===== src/rtl/uart_ctrl_pkg.sv =====
// Shared types and helpers for the UART transmit arbiter.
package uart_ctrl_pkg;

  // Default byte width on request ports and tx_data
  localparam int unsigned DATA_W_DEFAULT = 8;

  // Frame sequencer states
  typedef enum logic [1:0] {
    StIdle  = 2'd0,
    StLoad  = 2'd1,
    StStart = 2'd2,
    StWait  = 2'd3
  } tx_state_e;

  // Width of an index into n items (at least one bit)
  function automatic int unsigned idx_w(input int unsigned n);
    return (n > 1) ? $clog2(n) : 1;
  endfunction

endpackage


===== src/rtl/rr_arbiter.sv =====
// Combinational round-robin pick: first set request at or above ptr+1, wrapping.
module rr_arbiter
  import uart_ctrl_pkg::*;
#(
  parameter int unsigned N_REQ = 4
) (
  input  logic [N_REQ-1:0]        req,
  input  logic [idx_w(N_REQ)-1:0] ptr,
  input  logic                    en,
  output logic [N_REQ-1:0]        gnt,
  output logic [idx_w(N_REQ)-1:0] gnt_idx
);

  localparam int unsigned IW = idx_w(N_REQ);

  logic [IW-1:0] idx;
  logic          found;

  // Scan N_REQ positions starting just after the last owner; the last owner is checked last
  always_comb begin
    gnt     = '0;
    gnt_idx = '0;
    found   = 1'b0;
    idx     = '0;
    for (int unsigned off = 1; off <= N_REQ; off++) begin
      idx = IW'((32'(ptr) + off) % N_REQ);
      if (!found && req[idx]) begin
        found      = 1'b1;
        gnt[idx]   = en;
        gnt_idx    = idx;
      end
    end
  end

endmodule


===== src/rtl/uart_tx_arbiter.sv =====
// Round-robin sharing of one UART transmitter between N_REQ byte requesters.
// Optional frame timeout: define UART_TX_ARB_TIMEOUT_EN to build the abort counter.
module uart_tx_arbiter
  import uart_ctrl_pkg::*;
#(
  parameter int unsigned N_REQ          = 4,
  parameter int unsigned DATA_W         = DATA_W_DEFAULT,
  parameter int unsigned BITS           = 10,
  parameter int unsigned TIMEOUT_CYCLES = 100000
) (
  input  logic                      p_clk,
  input  logic                      reset,
  input  logic [N_REQ-1:0]          req_valid,
  input  logic [N_REQ*DATA_W-1:0]   req_data,
  output logic [N_REQ-1:0]          req_ready,
  input  logic [BITS-1:0]           cfg_counts,
  input  logic                      cfg_enable,
  output logic [BITS-1:0]           baud_counts,
  output logic                      baud_enable,
  input  logic                      tick,
  output logic [DATA_W-1:0]         tx_data,
  output logic                      tx_dv,
  output logic                      tx_start,
  input  logic                      tx_done,
  output logic                      busy,
  output logic [idx_w(N_REQ)-1:0]   grant_id,
  output logic [N_REQ-1:0]          frame_done,
  output logic                      timeout_err
);

  localparam int unsigned IW = idx_w(N_REQ);

  if (N_REQ < 2 || N_REQ > 8) begin : g_bad_n_req
    $error("uart_tx_arbiter: N_REQ must be 2..8");
  end
  if (TIMEOUT_CYCLES < 1) begin : g_bad_timeout
    $error("uart_tx_arbiter: TIMEOUT_CYCLES must be at least 1");
  end

  tx_state_e     state_q;
  logic [IW-1:0] ptr_q;
  logic [N_REQ-1:0] gnt;
  logic [IW-1:0]    gnt_idx;
  logic             arb_en;

  // Ready is only offered in IDLE and is forced low while reset is held
  assign arb_en    = (state_q == StIdle) && !reset;
  assign req_ready = gnt;
  assign busy      = (state_q != StIdle);

  rr_arbiter #(
    .N_REQ (N_REQ)
  ) u_rr_arbiter (
    .req     (req_valid),
    .ptr     (ptr_q),
    .en      (arb_en),
    .gnt     (gnt),
    .gnt_idx (gnt_idx)
  );

`ifdef UART_TX_ARB_TIMEOUT_EN
  localparam int unsigned TMO_W = $clog2(TIMEOUT_CYCLES + 1);
  logic [TMO_W-1:0] tmo_cnt_q;
  logic             timeout_err_q;
  assign timeout_err = timeout_err_q;
`else
  assign timeout_err = 1'b0;
`endif

  // Frame sequencer with registered handshake outputs and baud config shadow
  always_ff @(posedge p_clk or posedge reset) begin
    if (reset) begin
      state_q     <= StIdle;
      ptr_q       <= '0;
      tx_data     <= '0;
      tx_dv       <= 1'b0;
      tx_start    <= 1'b0;
      grant_id    <= '0;
      frame_done  <= '0;
      baud_counts <= '0;
      baud_enable <= 1'b0;
`ifdef UART_TX_ARB_TIMEOUT_EN
      tmo_cnt_q     <= '0;
      timeout_err_q <= 1'b0;
`endif
    end else begin
      tx_dv      <= 1'b0;
      frame_done <= '0;
`ifdef UART_TX_ARB_TIMEOUT_EN
      timeout_err_q <= 1'b0;
`endif
      unique case (state_q)
        StIdle: begin
          // Baud config only moves between frames so a frame never sees a rate change
          baud_counts <= cfg_counts;
          baud_enable <= cfg_enable;
          if (|req_valid) begin
            tx_data  <= req_data[gnt_idx*DATA_W +: DATA_W];
            grant_id <= gnt_idx;
            tx_dv    <= 1'b1;
            state_q  <= StLoad;
          end
        end
        StLoad: begin
          tx_start <= 1'b1;
          state_q  <= StStart;
        end
        StStart: begin
          if (tick) begin
            tx_start <= 1'b0;
            state_q  <= StWait;
          end
        end
        StWait: begin
          if (tx_done) begin
            frame_done[grant_id] <= 1'b1;
            ptr_q                <= grant_id;
            state_q              <= StIdle;
          end
        end
        default: state_q <= StIdle;
      endcase
`ifdef UART_TX_ARB_TIMEOUT_EN
      // Counter spans START and WAIT; an abort overrides the normal transition
      if (state_q == StLoad) begin
        tmo_cnt_q <= '0;
      end else if (state_q == StStart || state_q == StWait) begin
        if (tmo_cnt_q == TMO_W'(TIMEOUT_CYCLES - 1) && !(state_q == StWait && tx_done)) begin
          tx_start      <= 1'b0;
          timeout_err_q <= 1'b1;
          ptr_q         <= grant_id;
          state_q       <= StIdle;
          tmo_cnt_q     <= '0;
        end else begin
          tmo_cnt_q <= tmo_cnt_q + 1'b1;
        end
      end
`endif
    end
  end

endmodule

===== config.mk =====
export PLATFORM = sky130hd
export DESIGN_NAME = uart_tx_arbiter
export DESIGN_NICKNAME = d
export VERILOG_FILES = /design/src/rtl/uart_ctrl_pkg.sv /design/src/rtl/rr_arbiter.sv /design/src/rtl/uart_tx_arbiter.sv
export SDC_FILE = /design/constraint.sdc
export NUM_CORES = 1
export LEC_CHECK = 0
export CORE_UTILIZATION = 30
export CTS_CLUSTER_DIAMETER = 30
export DETAILED_ROUTE_END_ITERATION = 12
export SYNTH_ARGS = -nofsm -noshare
export SYNTH_HDL_FRONTEND = slang
export SYNTH_HIERARCHICAL = 1
export SYNTH_SLANG_ARGS = --single-unit
export TNS_END_PERCENT = 1

===== constraint.sdc =====
create_clock -name p_clk -period 3.02 [get_ports p_clk]
set_input_delay 0.453 -clock p_clk [delete_from_list [all_inputs] [get_ports p_clk]]
set_output_delay 0.453 -clock p_clk [all_outputs]
set_load 0.05 [all_outputs]

* Yosys cells after proc, flatten, opt, wreduce, memory -nomap -nowiden *
Cells that the tools add are included.

word-level totals
  register bits after elaboration = 31
  word-level logic and storage cells = 94
  memories = 0
  bits in latches = 0
  RAM bits = 0
  bits in read-only memories = 0

cells by class
  add/subtract/negate cells = 4
  shift-type cells = 1
  multipliers = 0
  reductions and logical operators = 21
  equality and inequality tests = 6
  bitwise logic cells = 1
  multiplexer cells = 42
  $lt $le $gt $ge = 10
  div/mod/pow operators = 0

operators with widths
  cell                                                   number
  variable part select 32 x 6 -> 8 bit                   1
  2-to-1 mux 4 bit                                       6
  < comparator 2 x 3 -> 1 bit, second input constant     5
  2-to-1 mux 1 bit                                       15
  2-to-1 mux 2 bit                                       7
  bitwise mux 4 bit                                      3
  demux 1 bit (select 2 bit)                             5
  >= comparator 2 x 1 -> 1 bit, second input constant    5
  logical AND 1 bit                                      9
  binary-select mux 1 bit (select 2 bit)                 4
  one-hot mux 2 bit (4 select lines)                     1
  AND reduction 2 bit                                    3
  adder 2 x 1 -> 2 bit, second input constant            2
  adder 2 bit, second input constant                     2
  bitwise AND 4 bit                                      1
  equality test 2 bit, second input constant             2
  logical NOT 1 bit                                      4
  inequality test 2 bit, second input constant           2
  nonzero test 2 bit                                     2
  OR reduction 4 bit                                     1
  AND reduction 3 bit                                    1
  equality test 2 x 1 -> 1 bit, second input constant    1
  logical NOT 2 bit                                      1
  inequality test 2 x 1 -> 1 bit, second input constant  1
  one-hot mux 1 bit (2 select lines)                     1

* Logic depth before layout (Yosys ltp) *
Gate-level depths: netlist (run 1).

  word-level depth = 14
  mapped depth = 11
  gate-level depth less buffers = 8

* Modules after synthesis *
The synthesis (run 1) kept the hierarchy.

modules (own cells, without submodules)
  module           sequential area each (um2)  cells an instance  times used  area each (um2)
  uart_tx_arbiter  775.7                       99                 1           1,435.1
  rr_arbiter       0.0                         58                 1           548.0

* Least setup slack after synthesis (run 1) *
OpenSTA, ideal clock, no wires.

  path type = reg-to-output
  from = register ptr_q[0]
  to = output port req_ready[0]
  setup slack = -0.109 ns
  data required time = 2.567 ns
  stages on the path, launching flop included = 9
  path buffers = 2
  data arrival time = 2.676 ns
  cells stage by stage = dfrtp_1 -> buf_6 -> inv_1 -> ha_1 -> buf_6 -> mux4_2 -> nand3b_1 -> a221o_1 -> a21boi_1

between the ends
  word-level cells in the longest chain between the ends = 13

ends and longest elaborated chain
  item                                                                                RTL line                            source
  from (decl)                                                                         uart_tx_arbiter.sv:41               logic [IW-1:0] ptr_q;
  from (signal assigned)                                                              uart_tx_arbiter.sv:117              ptr_q <= grant_id;
  adder 2 x 1 -> 2 bit                                                                rr_arbiter.sv:26                    idx = IW'((32'(ptr) + off) % N_REQ);
  < comparator 2 x 3 -> 1 bit (not written as such) (tied with other cells)           rr_arbiter.sv:29                    gnt[idx] = en;
  logical AND 1 bit (not written as such) / 2-to-1 mux 1 bit (equally long branches)  rr_arbiter.sv:29, rr_arbiter.sv:27
  2-to-1 mux 1 bit (on tied branches)                                                 rr_arbiter.sv:29, rr_arbiter.sv:27
  demux 1 bit (select 2 bit) / logical NOT 1 bit (equally long branches)              -
  bitwise AND 4 bit (no line) / logical AND 1 bit (equally long branches)             -
  2-to-1 mux 4 bit / 2-to-1 mux 1 bit (equally long branches)                         rr_arbiter.sv:27                    if (!found && req[idx]) begin
  bitwise mux 4 bit / logical NOT 1 bit (equally long branches)                       rr_arbiter.sv:29, rr_arbiter.sv:27
  2-to-1 mux 4 bit / logical AND 1 bit (equally long branches)                        rr_arbiter.sv:27
  bitwise mux 4 bit / 2-to-1 mux 1 bit (equally long branches)                        rr_arbiter.sv:29, rr_arbiter.sv:27
  2-to-1 mux 4 bit / logical NOT 1 bit (equally long branches)                        rr_arbiter.sv:27
  bitwise mux 4 bit / logical AND 1 bit (equally long branches)                       rr_arbiter.sv:29, rr_arbiter.sv:27
  2-to-1 mux 4 bit (*)                                                                rr_arbiter.sv:27
  to (decl)                                                                           uart_tx_arbiter.sv:15               output logic [N_REQ-1:0] req_ready,

Mark *: on every way between the ends. The rest lies on a longest branch, timed or not. The select of a mux whose other input is x is not followed.

* Worst setup path after layout (run 1) *
  from = input port req_valid[2]
  to = output port req_ready[3]

between the ends
  word-level cells in the longest chain between the ends = 12

ends and longest elaborated chain
  item                                    RTL line               source
  from (decl)                             uart_tx_arbiter.sv:13  input logic [N_REQ-1:0] req_valid,
  binary-select mux 1 bit (select 2 bit)  rr_arbiter.sv:27
  2-to-1 mux 1 bit (not written as such)  rr_arbiter.sv:27
  2-to-1 mux 1 bit                        rr_arbiter.sv:27
  logical NOT 1 bit                       rr_arbiter.sv:27
  logical AND 1 bit                       rr_arbiter.sv:27
  2-to-1 mux 1 bit                        rr_arbiter.sv:27
  logical NOT 1 bit                       rr_arbiter.sv:27
  logical AND 1 bit                       rr_arbiter.sv:27
  2-to-1 mux 1 bit                        rr_arbiter.sv:27
  logical NOT 1 bit                       rr_arbiter.sv:27
  logical AND 1 bit                       rr_arbiter.sv:27
  2-to-1 mux 4 bit (*)                    rr_arbiter.sv:27

Marked as above.

==> results of run 1 <==
-- repair_timing --
item | in CTS | in global routing
resized for setup | 3 | 5
pin swaps | 0 | 3
setup endpoints to repair | 4 | 4
cloned | 0 | 0
setup buffers | 0 | 0
-- power by group through the flow --
stage	combinational, uW	sequential (uW)	clock (uW)
2_1_floorplan	1260	1320	0
3_3_place_gp	2700	733	0
3_5_place_dp	2720	740	0
4_1_cts	2730	739	325
5_1_grt	2890	767	345
6_report	2720	736	313
-- worst max-delay path by stage --
stage | to | slack, ns | depth (start not counted)
finish | req_ready[3] | 0.12 | 7
CTS | req_ready[0] | 0.01 | 8
detailed placement | tx_data[7] | -0.03 | 8
floorplan | req_ready[1] | -0.10 | 9
global route | req_ready[0] | 0.03 | 7
global placement | tx_data[7] | 0.008 | 7
-- logic make-up (layout without fill, tap and decap cells) --
family                     Yosys count  count (layout)
DFF                                 31              31
and+or+nand+nor                     33              33
muxes                               38              38
adders and majority gates           13              13
buffers and inverters               19             123
other                                1               1
AOI/OAI and AO/OA                   22              22
-- per-layer routing --
metal | vias up | global-route usage | routed length (um)
met2 | 48 | 0.270 | 2490
li1 | 788 | - | -
met4 | 0 | 0.0470 | 57
met3 | 4 | 0.0557 | 376
met1 | 819 | 0.174 | 2020
met5 | - | 0 | 0
-- state kept, by name (all words and copies together), names as in the netlist --
signal and cells:
tx_dv 1, baud_enable 1, ptr_q 2, baud_counts 10
state_q 2, frame_done 4, tx_start 1, grant_id 2
tx_data 8
-- critical path, cell delays in order --
cell and delay [ns]:
clkdlybuf4s50_1 0.50, mux4_2 0.54, nor2b_2 0.20, buf_4 0.13, and3_1 0.15, o31a_1 0.31
buf_12 0.16
-- layout by cell type, fill, tap and decap left out, types with 2 or more instances in the layout --
cell             count
dlymetal6s2s_1       2
mux2i_1              2
o21ai_0              3
mux4_2              12
clkbuf_8             5
and3_1               3
dfrtp_1             30
a32o_1               3
a21oi_1              3
a221o_1              2
nand3_1              2
nand2_1              6
clkdlybuf4s50_1     75
buf_12               5
mux2_2              23
nor3_1               2
o31a_1               2
nand4b_1             2
a22o_1               2
inv_1               12
buf_4               20
ha_1                12
nor2_1               7
-- final cells by class --
| class | instances | area [um2] | area share |
|---|---|---|---|
| inverters | 12 | 45.0 | 0.0142 |
| repair buffers | 103 | 1030 | 0.327 |
| flip-flops and latches | 31 | 777 | 0.246 |
| clock inverters | 2 | 12.5 | 0.00396 |
| multi-input cells | 107 | 1120 | 0.356 |
| well taps | 77 | 96.3 | 0.0305 |
| clock buffers | 6 | 72.6 | 0.0229 |
-- through the flow --
stage	total power [uW]	worst slack (ns)	TNS, ns	hold WS (ns)
4_1_cts	3790	0.00992	0	0.439
2_1_floorplan	2580	-0.105	-0.210	0.534
6_report	3760	0.116	0	0.433
3_3_place_gp	3430	0.00796	0	0.490
3_5_place_dp	3460	-0.0302	-0.203	0.497
5_1_grt	4010	0.0325	0	0.470
==> summary.txt, run 1 <==
Run status
  • Status: finished clean

Final layout
  • Nets: 324
  • Fraction of layout cells with a size suffix above 1: 0.307
  • Fin util: 0.498
  • Antenna cells: 0
  • Area Overhead vs Synth: 59.5%
  • Post-Layout Cell Count: 338
  • Post-Layout Inst Area: 0.00316 mm2
  • Fillers: 563

Power and ir drop
  • Max VDD drop: 0.000659 V
  • P_sw: 1720 uW
  • PD cells: 1190 mW/mm2
  • Clock share of power: 0.083
  • Logic pwr share: 0.721
  • Sequential Power Share: 0.196
  • Internal power: 2040 uW
  • Switching Fraction: 0.457
  • P_leak: 0.00136 uW

Placement
  • DP Area: 0.00306 mm2
  • DP HPWL: 3910 um
  • IO Port Bufs: 82
  • Placer congestion estimate: 0.759
  • Inst Count DP: 330

Floorplan
  • # rows: 29
  • I/O Pins: 84
  • Die Height: 83.3 um
  • Die width: 83.3 um
  • Starting Density: 0.312
  • Die ar.: 0.00694 mm2
  • Core Box Area: 0.00635 mm2

Drt
  • Vias per inst: 4.91
  • DRT iter0 DRCs: 77
  • DR vias: 1659
  • DRC: 0
  • Routed Antenna Nets: 0
  • Routed wire length: 4940 um
  • Number of iterations in the first detailed-routing pass: 4
  • Wire per inst: 14.6 um

Timing
  • Final worst path period share: 0.962
  • Fin. Hold Viols: 0
  • Layout Skew: 0.00633 ns
  • Unrepaired setup endpoints after global routing: false
  • Setup Viol. Count Final: 0
  • Relative slew slack: 0.634
  • Period minus WS final: 2.90 ns
  • Worst slew pin tran: 0.550 ns
  • Fmax: 0.344 GHz
  • Slew Viols, Final: 0

Synth
  • Sequential area share after synthesis: 0.391
  • Mapped Area: 0.00198 mm2
  • Leading post-synthesis cells by instance count: dfrtp_1, mux2_2, ha_1, inv_1, mux4_2
  • Yosys top cell by area: dfrtp_1
  • Synth Flop Type: dfrtp_1
  • Number of flops mapped to enable cells by yosys: 0
  • Synth top area share: 0.391
  • Count leader, synth: dfrtp_1
  • Largest family of logic cells by synthesized area: multiplexers
  • Gate count after technology mapping: 157
  • Syn Nets: 221
  • Post-Synth Simple-Gate Area: 0.0978
  • Ys async rst share: 1.00
  • Post-Synth XOR/XNOR Area: 0
  • Mean Syn Cell Area: 12.6 um2
  • Multiplexer share of the synthesized area: 0.285
  • Area contributors post-synth: dfrtp_1, mux2_2, mux4_2, ha_1, buf_6
  • Adder-cell share of the synthesized area: 0.0820
  • Seq cells post-synth: 31
  • Synth Area in Compound Gates: 0.0890
  • Distinct cells, synth: 43
  • Synth Warn #: 6

Hold path
  • HP Class: primary input to async pin

Critical path
  • R2r worst-path depth: 8
  • Crit path max fanout: 6
  • CP Launch Type: primary input
  • Worst EP required: 2.57 ns
  • R2R Setup Slk: 0.31 ns
  • Reg-to-Reg Start: ptr_q[0]
  • Worst setup path category: primary input to output port
  • Worst r2r dst: tx_data[7]
  • Arr. time, crit path: 2.45 ns
  • Crit. End Element: output port
  • CP startpoint: req_valid[2]

Clocking
  • Clk buf depth: 2
  • CTS sink cnt: 31
  • Clk slew on worst S/H paths: 0.07 ns
  • # hold bufs at CTS: 0
  • CTS Root Buffer Type: clkbuf_8
  • H-tree levels: 2
  • TritonCTS clock tree: done
  • CTS Buf Count: 5
  • Worst-Skew Late Latency: 0.28 ns

Global routing
  • Antenna violations before repair: 0
  • Largest net degree at the start of global routing: 26
  • GRT overflow: 0
  • Global-route wire length before repair: 8470 um
  • Number of global-route vias before repair: 1829
  • Gr usage total: 0.154

Job
  • Max-cap violations: 0
(Power assumes the default switching activity.)
==> run 2, diff against run 1 <==
--- a/config.mk
+++ b/config.mk
@@ -6,7 +6,6 @@
 export NUM_CORES = 1
 export LEC_CHECK = 0
 export CORE_UTILIZATION = 30
-export CTS_CLUSTER_DIAMETER = 30
 export DETAILED_ROUTE_END_ITERATION = 12
 export SYNTH_ARGS = -nofsm -noshare
 export SYNTH_HDL_FRONTEND = slang
==> results of run 2 <==
No change in the layout: final DEF, timing and power equal those of run 1.
==> variant, RTL diff (flow settings as in run 2) <==
Re-encode `tx_state_e` (4 states) as Gray code, 2 bits wide.
--- a/src/rtl/uart_ctrl_pkg.sv
+++ b/src/rtl/uart_ctrl_pkg.sv
@@ -7,8 +7,8 @@
   // Frame sequencer states
   typedef enum logic [1:0] {
-    StIdle  = 2'd0,
-    StLoad  = 2'd1,
-    StStart = 2'd2,
-    StWait  = 2'd3
+    StIdle  = 2'b00,
+    StLoad  = 2'b01,
+    StStart = 2'b11,
+    StWait  = 2'b10
   } tx_state_e;
 
Formal check against the unedited RTL: same outputs for any inputs over 4 cycles, from zero or initial values and one cycle with reset high; so few cycles prove little.
==> variant against run 2 <==
Largest power group unchanged; sequential power shrank 0.7%; power rose by 0.24%; count of clock-buffer cells in the layout unchanged; synthesized area decreased by 1.4%; worst setup slack lost 0.061 ns; critical path type unchanged; cell area is the same; wire length shrank 8.3%; sequential cell count stayed put.
==> variant: results (changes against run 2) <==
final_layout:
  area_delta_synth_final_pct: 61.7
  multi_input_area_share_pct: 34.8  # -0.79 points
  register_area_um2: 776  # -0.16%
  nMultiInputCombCells: 102  # -4.7%
  fill_cells: 574  # +2.0%
  nNetsFinal: 311  # -4.0%
  clock_cell_area_share_pct: 3.72  # +1.0 points
  layout-drive-gt1-share_pct: 32.8  # +2.2 points
  nNonClkBuffers: 104  # +0.97%
  buf_share_pct: 33.0  # +0.28 points
  inv_count: 8  # -4
placement:
  gp_congestion: 0.858  # +13%
  dp_cells: 320  # -3.0%
  pre_cts_ws_ns: -0.0457  # -0.0155 ns
  dpl.hpwl_um: 3450  # -12%
logic_synthesis:
  synth_compound_area_share_pct: 8.77  # -0.13 points
  synthAdderAreaFrac_pct: 5.12  # -3.1 points
  syn_area_per_cell_um2: 13.2  # +4.6%
  syn_nets: 207  # -6.3%
  netlist_top_cells_count: "dfrtp_1 (31), mux2_2 (16), mux4_2 (11)"
  netlist_top_cells_area: "dfrtp_1 (40%), mux4_2 (13%), mux2_2 (9.2%)"
  ys_seq_area_share_pct: 39.7  # +0.55 points
setup_path:
  arrival_ns: 2.51  # +0.06 ns
  timing.rr.end: "tx_data[5]"
  crit_path_max_incr_delay_ns: 0.50  # -0.04 ns
  cp_max_fo: 6  # unchanged
route:
  routed-via-count: 1599  # -3.6%
  wirelength_um: 4530  # -8.3%
  routedWlPerCell_um: 13.7  # -6.1%
global_routing:
  grt_pass1_vias: 1541  # -16%
  grt_max_degree: 32  # +23%
  grt_pass1_wl_um: 7160  # -15%
power_and_ir_drop:
  power_frac_seq_pct: 19.4  # -0.2 points
  p_leak_nw: 1.35  # -0.19%
  pwr-share-comb_pct: 69.7  # -2.4 points
  p_sw_mw: 1.64  # -4.6%
clock_network:
  post_cts_resized: 0  # -3
min_path:
  hp-class: "register to register"
timing:
  fin_skew_ns: 0.00410  # -0.00223 ns
  whs_ns: 0.491  # +0.0578 ns
outcome:
  outcome: "complete, no violations"
-- variant: cell count changes after synthesis, moves of 2 or more --
cell     delta
inv_1       -4
nor3_1      -2
and3b_1     +2
ha_1        -5
mux2_4      +8
a21oi_1     -2
mux2_2      -7
o21ai_0     +3
-- variant: layer usage --
layer	up-vias	GRT usage (%)	routed length [um]
li1	764	-	-
met3	5	3.52	313
met5	-	0	0
met4	0	4.66	64
met2	67	21.9	2080
met1	763	18.6	2070
-- variant: worst max path at each step --
stage,from,endpoint,slack [ns],cells past startpoint
CTS,req_valid[3],req_ready[3],0.01,8
detailed placement,req_valid[2],tx_data[7],-0.05,8
global route,req_valid[1],req_ready[1],0.009,8
floorplan,state_q[0],req_ready[1],0.02,8
finish,req_valid[1],req_ready[1],0.05,8
global placement,req_valid[2],tx_data[1],-0.03,8
-- variant: critical path, delay by kind of cell --
family | cells | cell delay (ns)
multiplexers | 1 | 0.50
AO/OA/AOI/OAI | 2 | 0.47
buffers and inverters | 4 | 0.94
AND/OR/NAND/NOR | 1 | 0.15
